`src/rtl/gcd_controller.sv`:
```
// rtl/gcd_controller.sv - control FSM for the 16-bit subtractive GCD datapath
module gcd_controller #(
  parameter int CNT_W    = 16,
  parameter int MAX_ITER = 65535
) (
  input  logic             clk,
  input  logic             rst_n,
  input  logic             start,
  input  logic             in_valid,
  output logic             in_ready,
  input  logic             lt,
  input  logic             gt,
  input  logic             eq,
  output logic             ldA,
  output logic             ldB,
  output logic             sel_in,
  output logic             sel1,
  output logic             sel2,
  output logic             busy,
  output logic             done,
  output logic             err,
  output logic [CNT_W-1:0] iter_count
);

  typedef enum logic [2:0] {
    S_IDLE  = 3'd0,
    S_LOADA = 3'd1,
    S_LOADB = 3'd2,
    S_RUN   = 3'd3,
    S_DONE  = 3'd4,
    S_ERR   = 3'd5
  } state_t;

  localparam logic [CNT_W-1:0] MaxIter = CNT_W'(MAX_ITER);

  state_t           state_q, state_d;
  logic [CNT_W-1:0] iter_q, iter_d;

  // State and iteration counter registers; reset aborts any operation in flight.
  always_ff @(posedge clk or negedge rst_n) begin
    if (!rst_n) begin
      state_q <= S_IDLE;
      iter_q  <= '0;
    end else begin
      state_q <= state_d;
      iter_q  <= iter_d;
    end
  end

  // Next-state and datapath steering; a RUN cycle with no flag set is taken as equal.
  always_comb begin
    state_d  = state_q;
    iter_d   = iter_q;
    ldA      = 1'b0;
    ldB      = 1'b0;
    sel_in   = 1'b0;
    sel1     = 1'b0;
    sel2     = 1'b0;
    in_ready = 1'b0;
    done     = 1'b0;
    err      = 1'b0;
    case (state_q)
      S_IDLE: begin
        if (start) begin
          state_d = S_LOADA;
          iter_d  = '0;
        end
      end
      S_LOADA: begin
        in_ready = 1'b1;
        if (in_valid) begin
          ldA     = 1'b1;
          state_d = S_LOADB;
        end
      end
      S_LOADB: begin
        in_ready = 1'b1;
        if (in_valid) begin
          ldB     = 1'b1;
          state_d = S_RUN;
        end
      end
      S_RUN: begin
        if (eq || (!lt && !gt)) begin
          state_d = S_DONE;
        end else if (iter_q == MaxIter) begin
          state_d = S_ERR;
        end else if (gt) begin
          sel1   = 1'b1;
          sel_in = 1'b1;
          ldA    = 1'b1;
          iter_d = iter_q + 1'b1;
        end else begin
          sel2   = 1'b1;
          sel_in = 1'b1;
          ldB    = 1'b1;
          iter_d = iter_q + 1'b1;
        end
      end
      S_DONE: begin
        done    = 1'b1;
        state_d = S_IDLE;
      end
      S_ERR: begin
        err     = 1'b1;
        state_d = S_IDLE;
      end
      default: state_d = S_IDLE;
    endcase
  end

  assign busy       = (state_q != S_IDLE);
  assign iter_count = iter_q;

endmodule
```
`config.mk`:
```
export PLATFORM = sky130hd
export DESIGN_NAME = gcd_controller
export DESIGN_NICKNAME = d
export VERILOG_FILES = /design/src/rtl/gcd_controller.sv
export SDC_FILE = /design/constraint.sdc
export NUM_CORES = 1
export LEC_CHECK = 0
export ABC_AREA = 0
export BUFFER_PORTS_ARGS = -buffer_cell sky130_fd_sc_hd__buf_2
export CORE_ASPECT_RATIO = 1.75
export CORE_MARGIN = 5
export CORE_UTILIZATION = 56
export CTS_CLUSTER_SIZE = 16
export DETAILED_ROUTE_END_ITERATION = 7
export PLACE_DENSITY = 0.88
export SLEW_MARGIN = 15
export SYNTH_ARGS = -nofsm -noshare
export SYNTH_HDL_FRONTEND = slang
export SYNTH_SLANG_ARGS = --single-unit
```
`constraint.sdc`:
```
create_clock -name clk -period 4.2 [get_ports clk]
set_input_delay 0.42 -clock clk [delete_from_list [all_inputs] [get_ports clk]]
set_output_delay 0.42 -clock clk [all_outputs]
set_load 0.005 [all_outputs]
```
==> reports/results.tsv <==
stage	metric	value	unit
clock_tree	post-CTS sizing	0	
placement	PortBufs	31	
global_route	pin count of the biggest net entering global routing	20	
clock_tree	worst skew pair latency	260	ps
floorplanning	die width	46.1	um
drt	# DRC	0	
synth	synth unique cells	43	
global_route	remaining global-route overflow	0	
layout	fin util	64.6	%
run_status	outcome	complete, no violations	
floorplanning	Top Ports	32	
worst_setup_path	CP Launch Type	flop	
drt	average wire per standard cell	17.8	um
clock_tree	Max clock buf depth	2	
timing	Peak Freq	0.365	GHz
drt	Vias	1239	
drt	Detailed Route WL	3.35	mm
worst_setup_path	crit end category	output port	
synth	Post-synth EDFFs	0	
timing	Tcrit/Tclk final	65.2	%
layout	layout cells sized above 1	31.3	%
floorplanning	die area	3370	um2
layout	fin nets	172	
global_route	number of global-route vias before repair	1238	
layout	final instance area	1450	um2
drt	Detailed Routing Iterations Pass 1	4	
power_and_ir_drop	Peak VDD IR	293	uV
global_route	gr usage total	22.4	%
layout	antenna cells	0	
clock_tree	TritonCTS buffer count	3	
clock_tree	CTS root buf	clkbuf_8	
placement	Final GP Congestion	0.813	
floorplanning	initial core utilization	56.7	%
timing	Slew @ Worst Pin	813	ps
synth	Yosys top cell area share	37.3	%
worst_hold_path	Hold WC Path Type	in2async	
synth	cell area after synthesis	1270	um2
drt	final antenna-violating net count	0	
synth	largest area contributor in the netlist	dfrtp_1	
clock_tree	clock slew at reported path FFs	70	ps
placement	Area after DPL	1410	um2
synth	Top FF cell, synth	dfrtp_1	
worst_setup_path	WP data required	3780	ps
layout	non-filler cells, final	188	
timing	Final min period	2740	ps
clock_tree	TritonCTS clock tree	built	
synth	Mapped Cells	135	
drt	post-DR vias/cell	6.59	
global_route	initial antenna violation count	0	
flow_run	Max-cap violations	0	
floorplanning	FP Rows	23	
timing	setup TNS	0	ps
global_route	first-pass GRT wire length	5.67	mm
timing	final hold vios	0	
drt	initial drt markers	67	
timing	relative slew slack	45.4	%
floorplanning	chip height	73.1	um
power_and_ir_drop	Leak	0.000689	uW
clock_tree	Hold Buf Count CTS	0	
placement	DP Cell Count	184	
layout	Area Overhead vs Synth	13.9	%
worst_setup_path	CP Max Fanout	12	
synth	flops & latches, synth	19	
floorplanning	core area	2240	um2
synth	Syn Area/Cell	9.43	um2
worst_setup_path	Arrival @ worst endpoint	2320	ps
clock_tree	H-tree levels	1	
synth	syn nets	143	
clock_tree	post-CTS setup buffer count	0	
synth	Seq/Total Area, Yosys	37.3	%
clock_tree	clock sink count	19	
synth	Async SR Flop Fraction	100	%
placement	HPWL after detailed placement	2.50	mm
timing	RSZ-0062 raised after global routing	no	
timing	Setup Viol. Count Final	0	
timing	Slew Viols, Final	0	
power_and_ir_drop	pwr dens	467	nW/um2
synth	Synth area leaders	dfrtp_1, a31oi_1, nor3_1	
synth	synth warn	0	
worst_setup_path	CP Class	reg2out	
timing	Layout Skew	2.31	ps
-- registers in the layout (all words and copies together), names as in the netlist --
| register | count |
|---|---|
| iter_count | 16 |
| state_q | 3 |
-- synth_stat cells (2+ instances only) --
cell type and count:
and3_2 2, o21a_1 3, nand3_1 4, dfrtp_1 19, nand4_1 5, a21o_2 2, and4_1 2, buf_6 3
nor2_1 7, nor3_1 10, inv_1 12, o21ai_0 7, o31a_2 2, mux2i_1 3, buf_4 2, a2bb2oi_1 2
a21oi_1 5, a41oi_1 2, or3_1 2, a32oi_1 2, or3_2 2, nand2_1 5, a31oi_1 12
-- final timing paths --
| check | startpoint | endpoint | slack, ps | cells after the start |
|---|---|---|---|---|
| worst min-delay path | rst_n | state_q[2] | 80 | 1 |
| worst min register to register | iter_count[7] | iter_count[7] | 530 | 1 |
| worst max register to register | state_q[2] | iter_count[1] | 2060 | 4 |
| worst max-delay path | iter_count[0] | ldB | 1460 | 6 |
| max in group asynchronous | rst_n | iter_count[7] | 3820 | 1 |
| min in group clk | start | state_q[0] | 510 | 3 |
-- report_power, final --
part / switching, uW / internal [uW] / total [uW]
combinational: 142 / 119 / 260
clock: 63.1 / 67.7 / 131
sequential: 69.3 / 217 / 287
total: 274 / 404 / 678
-- area by class of cell --
type,count,area [um2]
flip-flops and latches,19,475
repair buffers,32,163
well taps,25,31.3
clock buffers,4,45.0
fillers,185,795
multi-input cells,96,691
inverters,12,45.0
-- per-layer routing --
| layer | part of all wire [%] | wire, um | track usage [%] | vias up |
|---|---|---|---|---|
| met5 | 0 | 0 | 0 | - |
| met4 | 3.3 | 109 | 12.3 | 0 |
| met3 | 6.4 | 213 | 3.46 | 13 |
| met2 | 53 | 1780 | 37.7 | 61 |
| met1 | 37 | 1240 | 25.7 | 594 |
| li1 | - | - | - | 571 |
-- logic make-up after synthesis --
logic type,Yosys count,share of synthesized area [%]
buffers and inverters,20,8.45
and+or+nand+nor,47,24.3
AOI/OAI and AO/OA,44,25.9
DFF,19,37.3
adders and majority gates,1,0.982
xor gates and xnor gates,1,0.688
muxes,3,2.36
-- per-stage QoR --
step	total power, uW	hold WS (ps)	setup WS, ps
after floorplan	470	124	1970
after global placement	535	378	1860
after detailed placement	547	391	1820
after CTS	674	114	1530
after global routing	726	119	1380
final	678	81.4	1460
-- placed cells by master (no fill, tap or decap), drive strengths merged, types with 2 or more instances in the layout --
master / n
o31a: 2
buf: 32
a31oi: 13
and4: 2
a2bb2oi: 2
o21ai: 7
mux2i: 3
nor3: 10
nor4: 2
nor2: 7
a21oi: 5
nand3: 5
clkbuf: 4
a32oi: 2
a41oi: 3
dfrtp: 19
nand4: 6
a21o: 2
o21a: 3
nand2: 5
or3: 4
and3: 3
inv: 12
-- worst max-delay path: stages (launching register included) --
cell	delay, ps
dfrtp_1	440
ha_1	280
nand4_4	180
or4_4	680
a32oi_1	260
nor3_1	60
buf_2	140
(Power assumes the default switching activity.)
